==> src/rtl/alu_seq_pkg.sv <==
// Shared types and constants for the ALU operand/result sequencer.
package alu_seq_pkg;

    localparam int DATA_W   = 8;

    // Control bits in the instruction byte (bits 7:3 belong to the ALU decoder)
    localparam int REUSE_A  = 0;
    localparam int REUSE_B  = 1;
    localparam int FLAG_UPD = 2;

    typedef enum logic [2:0] {
        IDLE   = 3'd0,
        LOAD_A = 3'd1,
        LOAD_B = 3'd2,
        EXEC   = 3'd3,
        WB     = 3'd4
    } state_t;

    // First state after accepting an instruction: skip operand loads the
    // instruction says to reuse.
    function automatic state_t first_state(input logic [DATA_W-1:0] i_instr);
        if (!i_instr[REUSE_A]) return LOAD_A;
        else if (!i_instr[REUSE_B]) return LOAD_B;
        else return EXEC;
    endfunction

endpackage

==> src/rtl/alu_sequencer_if.sv <==
// Handshake and bus bundle between the sequencer and its datapath neighbours
// (instruction source, operand source, main_reg, ALU, result sink).
interface alu_sequencer_if;
    import alu_seq_pkg::*;

    logic [DATA_W-1:0] instr;
    logic              instr_valid;
    logic              instr_ready;
    logic [DATA_W-1:0] opnd;
    logic              opnd_valid;
    logic              opnd_ready;
    logic [DATA_W-1:0] ir;
    logic [DATA_W-1:0] bus_out;
    logic              bus_oe;
    logic              a_r_n;
    logic              b_r_n;
    logic [DATA_W-1:0] alu_o;
    logic              pre_carry;
    logic              pre_lt;
    logic              pre_z;
    logic              fl_carry;
    logic              fl_lt;
    logic              fl_z;
    logic [DATA_W-1:0] res_data;
    logic              res_valid;
    logic              res_ready;

    // Sequencer side
    modport master (
        input  instr, instr_valid, opnd, opnd_valid, alu_o,
               pre_carry, pre_lt, pre_z, res_ready,
        output instr_ready, opnd_ready, ir, bus_out, bus_oe, a_r_n, b_r_n,
               fl_carry, fl_lt, fl_z, res_data, res_valid
    );

    // Environment side
    modport slave (
        output instr, instr_valid, opnd, opnd_valid, alu_o,
               pre_carry, pre_lt, pre_z, res_ready,
        input  instr_ready, opnd_ready, ir, bus_out, bus_oe, a_r_n, b_r_n,
               fl_carry, fl_lt, fl_z, res_data, res_valid
    );

endinterface

==> src/rtl/alu_sequencer_flag_reg.sv <==
// Three-bit flag register {carry, lt, z}: loads on i_load, otherwise holds.
module flag_reg (
    input  logic       clk,
    input  logic       rst_n,
    input  logic       i_load,
    input  logic [2:0] i_d,
    output logic [2:0] o_q
);

    logic [2:0] r_q;

    // Flags clear on reset and change only when explicitly loaded
    always_ff @(posedge clk or negedge rst_n) begin
        if (!rst_n)      r_q <= 3'b000;
        else if (i_load) r_q <= i_d;
    end

    assign o_q = r_q;

endmodule

==> src/rtl/alu_sequencer.sv <==
// ALU sequencer: accepts an instruction, loads up to two operands onto the
// main_reg bus, captures the ALU result (and optionally flags) and hands the
// result out. Optional feature macro: ALU_SEQ_OPCOUNT_EN adds op_count[15:0],
// a wrapping count of completed operations.
//
// state  | meaning
// IDLE   | waiting for an instruction, instr_ready high
// LOAD_A | waiting for operand A, strobes a_r_n in the handshake cycle
// LOAD_B | waiting for operand B, strobes b_r_n in the handshake cycle
// EXEC   | single cycle: capture alu_o and, if requested, the pre-flags
// WB     | result offered on res_valid until res_ready
module alu_sequencer
    import alu_seq_pkg::*;
(
    input  logic              clk,
    input  logic              rst_n,
    alu_sequencer_if.master   sif
`ifdef ALU_SEQ_OPCOUNT_EN
    ,
    output logic [15:0]       op_count
`endif
);

    state_t            r_state;
    state_t            w_next;
    logic [DATA_W-1:0] r_ir;
    logic [DATA_W-1:0] r_res;
    logic [2:0]        w_flags;

    logic              w_instr_ready;
    logic              w_opnd_ready;
    logic              w_bus_oe;
    logic [DATA_W-1:0] w_bus_out;
    logic              w_a_r_n;
    logic              w_b_r_n;
    logic              w_res_valid;
    logic              w_ir_load;
    logic              w_exec;
    logic              w_done;

    // State register
    always_ff @(posedge clk or negedge rst_n) begin
        if (!rst_n) r_state <= IDLE;
        else        r_state <= w_next;
    end

    // Next-state and handshake/strobe decode; strobes are only ever asserted
    // in a LOAD state's handshake cycle, so a_r_n and b_r_n cannot overlap
    always_comb begin
        w_next        = r_state;
        w_instr_ready = 1'b0;
        w_opnd_ready  = 1'b0;
        w_bus_oe      = 1'b0;
        w_bus_out     = '0;
        w_a_r_n       = 1'b1;
        w_b_r_n       = 1'b1;
        w_res_valid   = 1'b0;
        w_ir_load     = 1'b0;
        w_exec        = 1'b0;
        w_done        = 1'b0;
        unique case (r_state)
            IDLE: begin
                w_instr_ready = 1'b1;
                if (sif.instr_valid) begin
                    w_ir_load = 1'b1;
                    w_next    = first_state(sif.instr);
                end
            end
            LOAD_A: begin
                w_opnd_ready = 1'b1;
                if (sif.opnd_valid) begin
                    w_bus_oe  = 1'b1;
                    w_bus_out = sif.opnd;
                    w_a_r_n   = 1'b0;
                    w_next    = r_ir[REUSE_B] ? EXEC : LOAD_B;
                end
            end
            LOAD_B: begin
                w_opnd_ready = 1'b1;
                if (sif.opnd_valid) begin
                    w_bus_oe  = 1'b1;
                    w_bus_out = sif.opnd;
                    w_b_r_n   = 1'b0;
                    w_next    = EXEC;
                end
            end
            EXEC: begin
                w_exec = 1'b1;
                w_next = WB;
            end
            WB: begin
                w_res_valid = 1'b1;
                if (sif.res_ready) begin
                    w_done = 1'b1;
                    w_next = IDLE;
                end
            end
            default: w_next = IDLE;
        endcase
    end

    // Instruction register: loaded only on accept, so it holds until IDLE
    always_ff @(posedge clk or negedge rst_n) begin
        if (!rst_n)         r_ir <= '0;
        else if (w_ir_load) r_ir <= sif.instr;
    end

    // Result register: captured in EXEC, stable through WB
    always_ff @(posedge clk or negedge rst_n) begin
        if (!rst_n)      r_res <= '0;
        else if (w_exec) r_res <= sif.alu_o;
    end

    flag_reg u_flag_reg (
        .clk    (clk),
        .rst_n  (rst_n),
        .i_load (w_exec && r_ir[FLAG_UPD]),
        .i_d    ({sif.pre_carry, sif.pre_lt, sif.pre_z}),
        .o_q    (w_flags)
    );

`ifdef ALU_SEQ_OPCOUNT_EN
    logic [15:0] r_op_count;

    // Completed-operation counter, wraps naturally at 16 bits
    always_ff @(posedge clk or negedge rst_n) begin
        if (!rst_n)      r_op_count <= '0;
        else if (w_done) r_op_count <= r_op_count + 16'd1;
    end

    assign op_count = r_op_count;
`endif

    assign sif.instr_ready = w_instr_ready;
    assign sif.opnd_ready  = w_opnd_ready;
    assign sif.ir          = r_ir;
    assign sif.bus_out     = w_bus_out;
    assign sif.bus_oe      = w_bus_oe;
    assign sif.a_r_n       = w_a_r_n;
    assign sif.b_r_n       = w_b_r_n;
    assign sif.fl_carry    = w_flags[2];
    assign sif.fl_lt       = w_flags[1];
    assign sif.fl_z        = w_flags[0];
    assign sif.res_data    = r_res;
    assign sif.res_valid   = w_res_valid;

endmodule
==> src/flat_wrapper.sv <==
// flat-port wrapper written by rule: the top's interface ports become plain ports
module alu_sequencer_flat import alu_seq_pkg::*;
  (clk, rst_n, sif_instr, sif_instr_valid, sif_opnd, sif_opnd_valid, sif_alu_o, sif_pre_carry, sif_pre_lt, sif_pre_z, sif_res_ready, sif_instr_ready, sif_opnd_ready, sif_ir, sif_bus_out, sif_bus_oe, sif_a_r_n, sif_b_r_n, sif_fl_carry, sif_fl_lt, sif_fl_z, sif_res_data, sif_res_valid);
  alu_sequencer_if sif_i ();
  input  logic clk;
  input  logic rst_n;
  input wire logic [$bits(sif_i.instr)-1:0] sif_instr;
  input wire logic [$bits(sif_i.instr_valid)-1:0] sif_instr_valid;
  input wire logic [$bits(sif_i.opnd)-1:0] sif_opnd;
  input wire logic [$bits(sif_i.opnd_valid)-1:0] sif_opnd_valid;
  input wire logic [$bits(sif_i.alu_o)-1:0] sif_alu_o;
  input wire logic [$bits(sif_i.pre_carry)-1:0] sif_pre_carry;
  input wire logic [$bits(sif_i.pre_lt)-1:0] sif_pre_lt;
  input wire logic [$bits(sif_i.pre_z)-1:0] sif_pre_z;
  input wire logic [$bits(sif_i.res_ready)-1:0] sif_res_ready;
  output wire logic [$bits(sif_i.instr_ready)-1:0] sif_instr_ready;
  output wire logic [$bits(sif_i.opnd_ready)-1:0] sif_opnd_ready;
  output wire logic [$bits(sif_i.ir)-1:0] sif_ir;
  output wire logic [$bits(sif_i.bus_out)-1:0] sif_bus_out;
  output wire logic [$bits(sif_i.bus_oe)-1:0] sif_bus_oe;
  output wire logic [$bits(sif_i.a_r_n)-1:0] sif_a_r_n;
  output wire logic [$bits(sif_i.b_r_n)-1:0] sif_b_r_n;
  output wire logic [$bits(sif_i.fl_carry)-1:0] sif_fl_carry;
  output wire logic [$bits(sif_i.fl_lt)-1:0] sif_fl_lt;
  output wire logic [$bits(sif_i.fl_z)-1:0] sif_fl_z;
  output wire logic [$bits(sif_i.res_data)-1:0] sif_res_data;
  output wire logic [$bits(sif_i.res_valid)-1:0] sif_res_valid;
  assign sif_i.instr = sif_instr;
  assign sif_i.instr_valid = sif_instr_valid;
  assign sif_i.opnd = sif_opnd;
  assign sif_i.opnd_valid = sif_opnd_valid;
  assign sif_i.alu_o = sif_alu_o;
  assign sif_i.pre_carry = sif_pre_carry;
  assign sif_i.pre_lt = sif_pre_lt;
  assign sif_i.pre_z = sif_pre_z;
  assign sif_i.res_ready = sif_res_ready;
  assign sif_instr_ready = sif_i.instr_ready;
  assign sif_opnd_ready = sif_i.opnd_ready;
  assign sif_ir = sif_i.ir;
  assign sif_bus_out = sif_i.bus_out;
  assign sif_bus_oe = sif_i.bus_oe;
  assign sif_a_r_n = sif_i.a_r_n;
  assign sif_b_r_n = sif_i.b_r_n;
  assign sif_fl_carry = sif_i.fl_carry;
  assign sif_fl_lt = sif_i.fl_lt;
  assign sif_fl_z = sif_i.fl_z;
  assign sif_res_data = sif_i.res_data;
  assign sif_res_valid = sif_i.res_valid;
  alu_sequencer u_core (.clk(clk), .rst_n(rst_n), .sif(sif_i));
endmodule
==> config.mk <==
export PLATFORM = sky130hd
export DESIGN_NAME = alu_sequencer_flat
export DESIGN_NICKNAME = d
export VERILOG_FILES = /design/src/rtl/alu_seq_pkg.sv /design/src/rtl/alu_sequencer_if.sv /design/src/rtl/alu_sequencer_flag_reg.sv /design/src/rtl/alu_sequencer.sv /design/src/flat_wrapper.sv
export SDC_FILE = /design/constraint.sdc
export NUM_CORES = 1
export LEC_CHECK = 0
export CAP_MARGIN = 25
export CORE_AREA = 2 2 58 60
export DETAILED_ROUTE_END_ITERATION = 10
export DIE_AREA = 0 0 60 62
export HOLD_SLACK_MARGIN = 0.06
export PLACE_DENSITY = 0.83
export SLEW_MARGIN = 20
export SYNTH_ARGS = -nofsm -noshare
export SYNTH_HDL_FRONTEND = slang
export SYNTH_HIERARCHICAL = 1
export SYNTH_SLANG_ARGS = --single-unit
export TNS_END_PERCENT = 5
==> constraint.sdc <==
create_clock -name clk -period 4.1 [get_ports clk]
set_input_delay 0.41 -clock clk [delete_from_list [all_inputs] [get_ports clk]]
set_output_delay 0.41 -clock clk [all_outputs]
set_load 0.01 [all_outputs]
**Word level (Yosys, flattened, before mapping)**

Cells that the tools add are included.

- Register bits: 22
- Output and inout bits: 33

- Equal/unequal tests: 8
- Muxes and demuxes: 21
- Reduce and logical (&&, ||, !) cells: 4

Operator list:

| operator | count |
|---|---|
| 8-bit 2-to-1 mux | 2 |
| 3-bit 2-to-1 mux | 5 |
| 3-bit one-hot mux with 5 select lines | 1 |
| 1-bit 2-to-1 mux | 13 |
| 2-bit inequality test (second input constant) | 4 |
| 3-bit by 2-bit == test with 1-bit output (second input constant) | 2 |
| 4-bit AND reduction | 1 |
| 3-bit by 1-bit == test with 1-bit output (second input constant) | 1 |
| 3-bit == test (second input constant) | 1 |
| 3-bit zero test | 1 |
| 2-bit OR reduction | 1 |
| 1-bit logical AND | 1 |

**Depth between registers and ports, before layout**

- Word-level depth: 4
- Gate-level depth with buffers: 5
- Depth with buffers taken out: 4

**By module**

The synthesis kept the hierarchy.

Modules (own cells, without submodules):

| module | times used | cells an instance | area an instance (µm²) | sequential area each (µm²) |
|---|---|---|---|---|
| alu_sequencer | 1 | 79 | 977.2 | 475.5 |
| flag_reg | 1 | 6 | 108.9 | 75.1 |

**Worst setup path after synthesis**

No wires, ideal clock.

- Path type: input port to output port
- Start point: input port sif_opnd_valid
- End point: output port sif_bus_out[0]
- Data arrival time: 1162 ps
- Data required time: 3690 ps
- Slack: 2528 ps
- Cell stages on the path: 4
- Buffers on the path: 1
- Path through: nor2b_1 -> nor2b_1 -> clkbuf_1 -> and2_1

- Cells in the longest elaborated chain, start to end: 2

RTL lines:

| what | RTL line | RTL |
|---|---|---|
| start: declaration | flat_wrapper.sv:10 | `input wire logic [$bits(sif_i.opnd_valid)-1:0] sif_opnd_valid;` |
| 8-bit 2-to-1 mux | alu_sequencer.sv:71, alu_sequencer.sv:80 |  |
| 8-bit 2-to-1 mux | -- |  |
| end: declaration | flat_wrapper.sv:19 | `output wire logic [$bits(sif_i.bus_out)-1:0] sif_bus_out;` |

No other way between the ends.

**Worst setup path after layout**

- Start point: input port sif_opnd_valid
- End point: output port sif_bus_out[1]

The elaborated chain is that of the path after synthesis.

==> flow_metrics.tcl <==
set metrics [dict create \
    endpoint "sif_bus_out[1]" \
    crit_chain "clkdlybuf4s50_1, nor2b_1, nor2b_1, and2_1, clkdlybuf4s50_1" \
    crit_start "sif_opnd_valid" \
    drive_gt1_share_pct 16.9 \
    timing.rr.start "u_core/r_state[1]" \
    diodes 0 \
    synth_area_leader_cell "dfrtp_1" \
    dr_wl_met3_um 187 \
    numCtsBuffers 3 \
    portBuffers 64 \
    viasPerCell 4.52 \
    cts_tree "done" \
    cts.htree.levels 1 \
    die_x_um 60 \
    synth_edf_count 0 \
    gr-usage-all-layers_pct 12.8 \
    die-area_mm2 0.00372 \
    setup_slack_ps 1440 \
    row_count 21 \
    postCtsHoldBufs 0 \
    syn-cell-area_mm2 0.00109 \
    vdd_drop_max_uv 246 \
    reg2regPathDepth 4 \
    period_share_pct 64.9 \
    period_minus_slack_ps 2660 \
    clock_sinks 22 \
    fillers 272 \
    rsz0062_at_grt "no" \
    max_freq_mhz 376 \
    drt-wirelength-per-cell_um 12.7 \
    r2r_end "u_core/u_flag_reg/o_q[1]" \
    final_common_cell "clkdlybuf4s50_1" \
    clockBufferDepth 2 \
    path_max_fanout 9 \
    areaGrowthSynthToFinish_pct 65.3 \
    syn_avg_cell_area_um2 12.8 \
    start_kind "input port" \
    max_slew.worst_pin.slew_ps 496 \
    clk_transition_reported_paths_ps 110 \
    cpPeakStageDelay_ps 540 \
    ys_ff_latch 22 \
    synth_cell_type_count 27 \
    ios 65 \
    drtIter0Drc 45 \
    worstSetupPathType "in -> out" \
    num_vias 876 \
    worstPathArrival_ps 2250 \
    place_ws_ps 1390 \
    synth_ff_type "dfrtp_1" \
    insertion_delay_ps 290 \
    cts_setup_buffers 0 \
    setup_tns_ps 0 \
    coreArea_mm2 0.00318 \
    syn_inst 85 \
    seq_area_frac_synth_pct 50.7 \
    wl_met2_mm 1.18 \
    synth-async-reset-ratio_pct 100 \
    max_cap_violations 0 \
    wl_met1_mm 1.07 \
    ys_warn_count 6 \
    dieHeight_um 62 \
    hpwl_mm 1.98 \
    cts_root_buf "clkbuf_4" \
    finalSetupViolCount 0 \
    r2r_slack_ps 2150 \
    start_util_pct 34.2 \
    synth_nets 117 \
    drc 0 \
    skew_ps 6.18 \
    relSlewSlack_pct 67.0 \
    routabilityCongestion 0.810 \
    ys_top_cells_by_area "dfrtp_1 (51%), mux2_4 (11%), mux2_2 (10%)" \
    hold_path_class "in -> async" \
    status "completed" \
    required_ps 3690 \
    finalHoldViolCount 0 \
    wirelength_mm 2.46 \
    postRouteAntennaNets 0 \
    drt_first_pass_iters 4 \
    slowest_stage "clkdlybuf4s50_1" \
    ctsResizeCount 0 \
    slew_violations 0 \
    antenna_found_initial 0 \
    gr-total-overflow 0 \
    powerDensity_mw_per_mm2 693 \
    nets 181 \
    highest_layer "met4" \
    synth_top_area_share_pct 50.7 \
    grt_pass1_vias 802 \
    p_leak_nw 0.744 \
    layout_common_cells "clkdlybuf4s50_1 (64), dfrtp_1 (22), mux2_2 (10)" \
    worstSetupEndpointType "output port" \
    grt_max_degree 23 \
    grt_pass1_wl_mm 3.61 \
]
per-layer routing:
metal	up-vias	global-route usage (%)
li1	421	-
met1	415	16.4
met2	38	21.4
met3	2	2.07
met4	0	5.71
met5	-	0
where the power goes:
group          internal [mW]  total, mW  switching [mW]
Combinational          0.461      0.706           0.245
Sequential             0.326      0.426           0.100
Clock                 0.0540      0.112          0.0584
Total                  0.841       1.24           0.404
cells by family (layout without fill, tap and decap cells):
group / Yosys count / count (layout) / share of synthesized area [%]
multiplexers: 19 / 19 / 22.4
AND/OR/NAND/NOR: 28 / 28 / 16.9
buffers and inverters: 7 / 70 / 4.03
XOR/XNOR: 1 / 1 / 0.807
AO/OA/AOI/OAI: 8 / 8 / 5.18
flip-flops: 22 / 22 / 50.7
worst max-delay path, delay by kind of cell:
family | cells | cell delay (ps)
buffers and inverters | 2 | 1050
and+or+nand+nor | 3 | 790
sequential cells by signal, indices dropped and copies added (netlist names):
name	count
u_core/r_state	3
u_core/u_flag_reg/o_q	3
u_core/sif.res_data	8
u_core/sif.ir	8
how the worst min path moves through the flow:
stage	end	cells past startpoint	slack (ps)	startpoint
6_report	u_core/sif.ir[1]	1	330	rst_n
5_1_grt	u_core/sif.ir[0]	1	320	rst_n
4_1_cts	u_core/sif.ir[7]	1	530	u_core/sif.ir[7]
3_5_place_dp	u_core/sif.ir[7]	1	500	u_core/sif.ir[7]
3_3_place_gp	u_core/sif.ir[7]	1	490	u_core/sif.ir[7]
2_1_floorplan	u_core/r_state[0]	0	110	rst_n
cell type report:
class / instances / area [um^2] / area share, %
Timing Repair Buffer: 65 / 656 / 36.5
Multi-Input combinational cell: 56 / 492 / 27.4
Tap cell: 46 / 57.6 / 3.21
Sequential cell: 22 / 551 / 30.7
Clock buffer: 4 / 36.3 / 2.02
Inverter: 1 / 3.75 / 0.209
per-stage QoR:
| step | instances | area (um^2) | total power, mW | hold slack, ps | utilization [%] |
|---|---|---|---|---|---|
| finish | 194 | 1800 | 1.24 | 334 | 56.5 |
| global route | 194 | 1800 | 1.33 | 321 | 56.5 |
| floorplan | 85 | 1090 | 0.796 | 114 | - |
| detailed placement | 189 | 1740 | 1.14 | 500 | 54.9 |
| CTS | 193 | 1780 | 1.26 | 527 | 56.0 |
| global placement | 189 | 1740 | 1.12 | 492 | 54.9 |
synth_stat cells (2+ instances only):
library cell and number:
nor4b_1 2, nand3b_1 2, mux2_2 10, nor2_1 4, buf_4 2, o21ai_0 2
buf_2 2, dfrtp_1 22, nor2b_1 3, a211oi_1 2, mux2_4 8, nor3b_1 2
a21o_1 2, and2_1 9
(Power assumes the default switching activity.)
